==> config.mk <==
export PLATFORM = sky130hd
export DESIGN_NAME = cp0_exc_ctrl
export DESIGN_NICKNAME = d
export VERILOG_FILES = /design/src/rtl/cp0_pkg.sv /design/src/rtl/cp0_prio_arb.sv /design/src/rtl/cp0_exc_ctrl.sv
export SDC_FILE = /design/constraint.sdc
export NUM_CORES = 1
export LEC_CHECK = 0
export BUFFER_PORTS_ARGS = -buffer_cell sky130_fd_sc_hd__buf_2
export CORE_MARGIN = 2
export CORE_UTILIZATION = 28
export CTS_CLUSTER_SIZE = 24
export DETAILED_ROUTE_END_ITERATION = 16
export PLACE_DENSITY = 0.57
export SLEW_MARGIN = 10
export SYNTH_ARGS = -nofsm -noshare
export SYNTH_HDL_FRONTEND = slang
export SYNTH_SLANG_ARGS = --single-unit
export TNS_END_PERCENT = 50
==> constraint.sdc <==
create_clock -name clk -period 1.99 [get_ports clk]
set_input_delay 0.398 -clock clk [delete_from_list [all_inputs] [get_ports clk]]
set_output_delay 0.398 -clock clk [all_outputs]
set_load 0.05 [all_outputs]
==> src/rtl/cp0_pkg.sv <==
// cp0_pkg: shared types and constants for the CP0 exception controller.
// Rev 1.0
`default_nettype none

package cp0_pkg;

  typedef enum logic [1:0] {
    ST_IDLE    = 2'd0,
    ST_TAKE    = 2'd1,
    ST_HANDLER = 2'd2
  } cp0_state_t;

  localparam logic [1:0] SEL_EPC    = 2'b00;
  localparam logic [1:0] SEL_STATUS = 2'b01;
  localparam logic [1:0] SEL_MASK   = 2'b10;
  localparam logic [1:0] SEL_CAUSE  = 2'b11;

  localparam logic [5:0] ERET_FUNCT = 6'b011000;

endpackage

`default_nettype wire

==> src/rtl/cp0_prio_arb.sv <==
// cp0_prio_arb: N_SRC-wide priority encoder, highest set index wins.
// Rev 1.0
`default_nettype none

module cp0_prio_arb #(
  parameter int N_SRC = 3
) (
  input  logic [N_SRC-1:0] req,
  output logic             valid,
  output logic [4:0]       id
);

  always_comb begin
    valid = |req;
    id    = 5'd0;
    // Ascending scan so the last (highest) set bit overrides lower ones.
    for (int i = 0; i < N_SRC; i++) begin
      if (req[i]) id = 5'(i);
    end
  end

endmodule

`default_nettype wire

==> src/rtl/cp0_exc_ctrl.sv <==
// cp0_exc_ctrl: N_SRC-source CP0 exception controller (EPC/Status/Mask/Cause,
// take/handler/return FSM). Optional macro VECTORED_EN: per-source handler vectors. Rev 1.0
`default_nettype none

module cp0_exc_ctrl
  import cp0_pkg::*;
#(
  parameter int          N_SRC        = 3,
  parameter logic [31:0] HANDLER_BASE = 32'h0000_3000,
  parameter logic [31:0] VEC_STRIDE   = 32'h0000_0010
) (
  input  logic             clk,
  input  logic             reset,
  input  logic [N_SRC-1:0] exp_src,
  input  logic             enable,
  input  logic [31:0]      instr,
  input  logic [31:0]      pc_in,
  input  logic [31:0]      din,
  output logic [31:0]      pc_out,
  output logic [31:0]      handler_pc,
  output logic [31:0]      dout,
  output logic             ex_reg_write,
  output logic             is_eret,
  output logic             has_exp,
  output logic             exp_block,
  output logic [4:0]       exc_code
);

  cp0_state_t       state;
  logic [31:0]      epc;
  logic             status;
  logic [N_SRC-1:0] mask;
  logic [N_SRC-1:0] pending;
  logic [N_SRC-1:0] src_q;
  logic [4:0]       take_id;

  logic [1:0]       sel;
  logic             wr;
  logic             eret_go;
  logic [N_SRC-1:0] rise;
  logic [N_SRC-1:0] pend_set;
  logic [N_SRC-1:0] pend_clr;
  logic [N_SRC-1:0] arb_req;
  logic             arb_valid;
  logic [4:0]       arb_id;
  logic             go_take;
  logic             unused_instr;

  assign ex_reg_write = ~instr[23];
  assign is_eret      = (instr[5:0] == ERET_FUNCT);
  assign sel          = instr[12:11];
  assign wr           = enable & ~ex_reg_write;
  assign eret_go      = enable & is_eret;

  assign rise     = exp_src & ~src_q;
  assign pend_set = rise & ~mask;
  assign arb_req  = pending & ~mask;
  assign go_take  = arb_valid & ~status;

  assign pc_out    = epc;
  assign exp_block = status;

  assign unused_instr = ^{instr[31:24], instr[22:13], instr[10:6]};

  cp0_prio_arb #(
    .N_SRC (N_SRC)
  ) u_arb (
    .req   (arb_req),
    .valid (arb_valid),
    .id    (arb_id)
  );

  always_comb begin
    pend_clr = '0;
    for (int i = 0; i < N_SRC; i++) begin
      pend_clr[i] = (state == ST_TAKE) && (take_id == 5'(i));
    end
  end

  always_comb begin
    dout = '0;
    case (sel)
      SEL_EPC:    dout = epc;
      SEL_STATUS: dout[0] = status;
      SEL_MASK:   dout[N_SRC-1:0] = mask;
      SEL_CAUSE: begin
        dout[4:0]            = exc_code;
        dout[16+N_SRC-1:16]  = pending;
      end
      default:    dout = '0;
    endcase
  end

  always_ff @(posedge clk) begin
    if (reset) begin
      state    <= ST_IDLE;
      epc      <= '0;
      status   <= 1'b0;
      mask     <= '0;
      pending  <= '0;
      src_q    <= '0;
      take_id  <= '0;
      has_exp  <= 1'b0;
      exc_code <= '0;
`ifdef VECTORED_EN
      handler_pc <= HANDLER_BASE;
`endif
    end else begin
      src_q   <= exp_src;
      // A new rise on the source being taken re-arms it: set beats clear.
      pending <= (pending & ~pend_clr) | pend_set;
      has_exp <= 1'b0;

      if (wr && sel == SEL_MASK) mask <= din[N_SRC-1:0];

      // EPC/Status software writes are dropped while the take owns them.
      if (state != ST_TAKE) begin
        if (wr && sel == SEL_EPC)    epc    <= din;
        if (wr && sel == SEL_STATUS) status <= din[0];
        if (eret_go)                 status <= 1'b0;
      end

      case (state)
        ST_IDLE: begin
          if (go_take) begin
            state   <= ST_TAKE;
            has_exp <= 1'b1;
            take_id <= arb_id;
          end
        end
        ST_TAKE: begin
          epc      <= pc_in;
          exc_code <= take_id;
          status   <= 1'b1;
          state    <= ST_HANDLER;
`ifdef VECTORED_EN
          handler_pc <= HANDLER_BASE + 32'(take_id) * VEC_STRIDE;
`endif
        end
        ST_HANDLER: begin
          if (eret_go) begin
            state <= ST_IDLE;
          end else if (go_take) begin
            state   <= ST_TAKE;
            has_exp <= 1'b1;
            take_id <= arb_id;
          end
        end
        default: state <= ST_IDLE;
      endcase
    end
  end

`ifndef VECTORED_EN
  logic unused_stride;
  assign unused_stride = ^VEC_STRIDE;
  assign handler_pc    = HANDLER_BASE;
`endif

endmodule

`default_nettype wire

=== Yosys cells after proc, flatten, opt, wreduce, memory -nomap -nowiden ===
Cells that the tools add are included.

* Bits in registers: 55
* Input bits: 102
* Logic and storage cells: 73

* Eq/ne operators: 10
* Mux-type cells: 24
* Bitwise operators: 13
* Reduce and logical (&&, ||, !) cells: 17

{| class="wikitable"
|+ Operator list
! operator !! number
|-
| $mux W32 || 3
|-
| $mux W13 || 1
|-
| $and A3 B3 Y3 || 4
|-
| $pmux W2 S3 || 2
|-
| $mux W11 || 1
|-
| $mux W5 || 2
|-
| $pmux W5 S2 || 1
|-
| $not A3 Y3 || 3
|-
| $mux W1 || 7
|-
| $eq A2 B2 Y1 const B || 3
|-
| $eq A6 B5 Y1 const B || 1
|-
| $logic_and A1 B1 Y1 || 6
|-
| $mux W2 || 3
|-
| $pmux W3 S2 || 1
|-
| $reduce_and A2 Y1 || 3
|-
| $reduce_bool A2 Y1 || 3
|-
| $eq A5 B1 Y1 const B || 1
|-
| $eq A5 B2 Y1 const B || 1
|-
| $logic_not A5 Y1 || 1
|-
| $eq A2 B1 Y1 const B || 2
|-
| $logic_not A2 Y1 || 2
|-
| $pmux W1 S4 || 1
|-
| $pmux W2 S2 || 1
|-
| $and A1 B1 Y1 || 3
|-
| 7 further kinds || 8
|}

=== Longest topological paths before layout ===
* Word-level depth: 7
* Depth in mapped cells: 7
* Gate-level depth less buffers: 6

=== By module ===
Synthesis repeated with hierarchy kept, for this count alone.

* Cells, all modules: 380
* Area total of the unflattened synthesis: 3057.9 um2

{| class="wikitable"
|+ Modules (own cells, without submodules)
! module !! times used !! cells each !! area each (um2) !! sequential area each (um2)
|-
| cp0_exc_ctrl || 1 || 373 || 3011.6 || 1101.1
|-
| cp0_prio_arb || 1 || 7 || 46.3 || 0.0
|}

=== Worst setup path after synthesis ===
Ideal clock, no wire load.

* Path type: input port to flip-flop
* From: in instr[5]
* To: reg state[1]
* Library setup time: 133 ps
* Data arrival time: 2130 ps
* Data required time: 1857 ps
* Slack: -272 ps
* Cell stages on the path: 4
* Buffers on the path: 0
* Cell sequence: nand4bb_1 > nor3_1 > a2111o_1 > a21oi_1

* Longest elaborated chain between the ends: 4

{| class="wikitable"
|+ Ends and longest elaborated chain
! what !! RTL line !! source
|-
| from (decl) || cp0_exc_ctrl.sv:16 || <nowiki>input logic [31:0] instr,</nowiki>
|-
| $eq A6 B5 Y1 || cp0_exc_ctrl.sv:50 || <nowiki>assign is_eret = (instr[5:0] == ERET_FUNCT);</nowiki>
|-
| via is_eret || cp0_exc_ctrl.sv:23 || <nowiki>output logic is_eret,</nowiki>
|-
| $and A1 B1 Y1 || cp0_exc_ctrl.sv:53 || <nowiki>assign eret_go = enable & is_eret;</nowiki>
|-
| $mux W2 || cp0_exc_ctrl.sv:141 || <nowiki>if (eret_go) begin</nowiki>
|-
| $pmux W2 S3 || cp0_exc_ctrl.sv:123 || <nowiki>case (state)</nowiki>
|-
| to (signal assigned) || cp0_exc_ctrl.sv:126 || <nowiki>state <= ST_TAKE;</nowiki>
|-
| to (signal assigned) || cp0_exc_ctrl.sv:142 || <nowiki>state <= ST_IDLE;</nowiki>
|-
| to (signal assigned) || cp0_exc_ctrl.sv:144 || <nowiki>state <= ST_TAKE;</nowiki>
|-
| to (decl) || cp0_exc_ctrl.sv:29 || <nowiki>cp0_state_t state;</nowiki>
|}

The timed path passes the listed nets, and every way through them passes these cells.
A chain may end at the register's enable or synchronous reset.

=== Worst setup path after layout ===
* From: in instr[11]
* To: out dout[0]

* Longest elaborated chain between the ends: 2
* Elaborated cells between the ends (all ways): 5
* Classes of those cells: eq/ne (3); mux (1); reduce/logical (1)

{| class="wikitable"
|+ Ends and longest elaborated chain
! what !! RTL line !! source
|-
| $eq A2 B2 Y1 (tied with other cells) || cp0_exc_ctrl.sv:82 || <nowiki>case (sel)</nowiki>
|-
| $pmux W1 S4 (*) || cp0_exc_ctrl.sv:82 ||
|-
| to (decl) || cp0_exc_ctrl.sv:21 || <nowiki>output logic [31:0] dout,</nowiki>
|}

Every way passes the cells marked *; elsewhere a longest branch is shown, timed or not.

==> insert_results.sql <==
INSERT INTO impl_metrics (metric_group, metric, value, unit) VALUES
('status', 'outcome', 'finished, final reports clean', ''),
('clock_network', 'cts_setup_buffers', '0', ''),
('clock_network', 'clock_buffer_count_from_cts', '5', ''),
('global_routing', 'grt.met2_usage', '0.236', ''),
('floorplanning', 'full_die_area', '10300', 'um^2'),
('detailed_routing', 'drt_iter0_drc', '92', ''),
('detailed_routing', 'route.detailed.vias_per_inst', '4.51', ''),
('detailed_routing', 'detail-route-antenna-nets', '0', ''),
('power_and_ir_drop', 'vdd_drop_max', '0.317', 'mV'),
('setup_path', 'cp-start-kind', 'input pin', ''),
('global_routing', 'gr-total-overflow', '0', ''),
('detailed_routing', 'firstDrtPassIters', '5', ''),
('timing', 'hold-worst-slack', '314', 'ps'),
('floorplanning', 'io_pins', '207', ''),
('synthesis', 'synth_area_per_cell', '7.79', 'um^2'),
('clock_network', 'path_clk_slew', '90', 'ps'),
('layout', 'drive_above_1_share', '0.362', ''),
('synthesis', 'ys.warnings.count', '0', ''),
('clock_network', 'clock_sinks', '49', ''),
('floorplanning', 'dieHeight', '101', 'um'),
('place', 'place_congestion', '0.784', ''),
('setup_path', 'cp_max_fo', '3', ''),
('synthesis', 'synth_register_bits', '49', ''),
('hold_path', 'hold_path_class', 'in -> reg', ''),
('floorplanning', 'std_cell_rows', '35', ''),
('layout', 'antenna_cells_inserted', '0', ''),
('place', 'place.port_buffers', '148', ''),
('clock_network', 'clock_path_buffers', '2', ''),
('synthesis', 'ys.flop_type', 'dfxtp_1', ''),
('synthesis', 'ys_seq_area_frac', '0.370', ''),
('global_routing', 'global_route.peak_usage_layer', 'met2', ''),
('layout', 'final_nets', '586', ''),
('global_routing', 'grt.total_usage', '0.139', ''),
('clock_network', 'cts.htree.levels', '2', ''),
('global_routing', 'first_global_vias', '2343', ''),
('detailed_routing', 'route.final.wire_length', '7580', 'um'),
('detailed_routing', 'via_count', '2667', ''),
('timing', 'fin_crit_sh', '0.944', ''),
('floorplanning', 'initial_utilization', '0.288', ''),
('synthesis', 'synth_edf_count', '0', ''),
('timing', 'skew', '8.58', 'ps'),
('setup_path', 'setup.worst_path.class', 'in -> out', ''),
('synthesis', 'synth_cell_type_count', '35', ''),
('synthesis', 'syn-cell-area', '2650', 'um^2'),
('power_and_ir_drop', 'power.density', '929', 'nW/um^2'),
('layout', 'flow.area_growth_from_synthesis', '34.7', '%'),
('clock_network', 'count_of_hold_fix_buffers_inserted_at_cts', '0', ''),
('place', 'dp.final_hpwl', '5690', 'um'),
('clock_network', 'clk_latency', '300', 'ps'),
('global_routing', 'global_route_wire_length_before_repair', '11300', 'um'),
('layout', 'postLayoutCoreUtil', '0.388', ''),
('flow_run', 'total_of_max_cap_violations', '0', ''),
('detailed_routing', 'drt-wirelength-per-cell', '12.8', 'um'),
('timing', 'hold_viol_final', '0', ''),
('synthesis', 'post_synthesis_instance_total', '340', ''),
('timing', 'rsz_0062_raised_after_global_routing', 'no', ''),
('power_and_ir_drop', 'power_leakage', '1.79', 'nW'),
('floorplanning', 'die_width', '101', 'um'),
('setup_path', 'arrival_time_at_the_worst_endpoint', '1480', 'ps'),
('synthesis', 'synth_async_sr_flop_share', '0', ''),
('global_routing', 'groute.layer.met3.usage', '0.0400', ''),
('floorplanning', 'floorplan_core_area', '9200', 'um^2'),
('timing', 'setup_violations', '0', ''),
('global_routing', 'grtUsageMet1', '0.175', ''),
('setup_path', 'critical_path_data_required_time', '1590', 'ps'),
('clock_network', 'cts.repair.resized', '0', ''),
('layout', 'fillCellCount', '971', ''),
('global_routing', 'grt_start_max_net_pins', '65', ''),
('global_routing', 'antenna_found_initial', '0', ''),
('clock_network', 'root_buffer', 'clkbuf_8', ''),
('clock_network', 'cts_tree', 'built', ''),
('setup_path', 'worst_setup_path_end_kind', 'output pin', ''),
('timing', 'slew_viol_final', '0', ''),
('timing', 'clock.fmax', '532', 'MHz'),
('detailed_routing', 'post-route-drc-count', '0', ''),
('timing', 'period_minus_slack', '1880', 'ps');
layout make-up:
cell class                      instances  area [um^2]  area share
Multi-Input combinational cell        262         1440       0.404
Clock inverter                          3         65.1      0.0182
Sequential cell                        49          981       0.275
Inverter                                5         18.8     0.00526
Tap cell                              111          139      0.0389
Timing Repair Buffer                  157          855       0.239
Clock buffer                            5         68.8      0.0193
report_power, final:
group / internal (mW) / switching [mW]
clock network: 0.499 / 0.342
logic: 0.333 / 0.953
registers: 1.10 / 0.0875
total: 1.93 / 1.38
stage by stage:
stage / setup slack [ps] / area, um^2 / TNS (ps) / cells / power (mW)
6_report: 111 / 3570 / 0 / 592 / 3.31
5_1_grt: 14.4 / 3570 / 0 / 592 / 3.50
4_1_cts: 15.4 / 3540 / 0 / 592 / 3.36
3_5_place_dp: 24.4 / 3410 / 0 / 584 / 2.50
3_3_place_gp: 36.0 / 3410 / 0 / 584 / 2.49
2_1_floorplan: -161 / 2780 / -461 / 373 / 2.21
critical path, cell delays in order:
cell      delay (ps)
buf_2            130
ha_2             200
a222oi_1         440
mux2i_2          130
buf_6            180
registers in the layout, summed over array words and instances (netlist names):
register and flops:
pending 3, state 2, exc_code 2, exp_block 1, pc_out 32, has_exp 1, mask 3, src_q 3
take_id 2
cell families after synthesis:
| family | count (synthesis) | synth area share |
|---|---|---|
| simple gates | 165 | 0.287 |
| compound gates | 54 | 0.163 |
| fa+ha+maj | 4 | 0.0189 |
| flops | 49 | 0.370 |
| mux | 4 | 0.0151 |
| buf+inv | 62 | 0.143 |
| other cells | 2 | 0.00284 |
synth_stat cells, drive strengths merged, types with 3 or more instances:
master | instances | share of area
a21oi | 7 | 0.013
a22oi | 5 | 0.014
a311oi | 32 | 0.11
and2 | 26 | 0.061
buf | 38 | 0.11
clkbuf | 19 | 0.031
dfxtp | 49 | 0.37
ha | 4 | 0.019
inv | 5 | 0.0071
mux2i | 4 | 0.015
nand2 | 73 | 0.10
nand2b | 5 | 0.015
nor2 | 44 | 0.062
nor2b | 4 | 0.0094
nor3 | 3 | 0.0057
routing by layer:
layer  share of wire  vias to the layer above
li1                -                     1366
met1            0.45                     1172
met2            0.46                      125
met3           0.086                        4
met4          0.0061                        0
met5               0                        -
worst paths after layout:
| path | start | endpoint | slack, ps | depth (start not counted) |
|---|---|---|---|---|
| min reg2reg | exc_code[0]$_SDFFE_PP0P_ | exc_code[0]$_SDFFE_PP0P_ | 490 | 2 |
| max reg2reg | mask[2]$_SDFFE_PP0P_ | take_id[0]$_SDFFE_PP0P_ | 340 | 4 |
| max | instr[11] | dout[0] | 110 | 5 |
| min | exp_src[0] | src_q[0]$_SDFF_PP0_ | 310 | 2 |
placed cells by master, fill, tap and decap left out, types with 3 or more instances in the layout:
cell / netlist / routed
and2_1: 26 / 26
nand2_1: 73 / 72
buf_4: 36 / 6
conb_1: 2 / 35
a21oi_1: 7 / 7
nand2b_1: 4 / 4
nor2b_1: 4 / 3
inv_1: 5 / 4
nor2_1: 44 / 44
dfxtp_1: 49 / 49
a22oi_1: 5 / 5
clkbuf_8: 1 / 5
a311oi_1: 32 / 32
buf_2: 1 / 146
buf_12: 0 / 3
mux2i_1: 4 / 3
No activity file was read; power rests on OpenSTA's default activity.
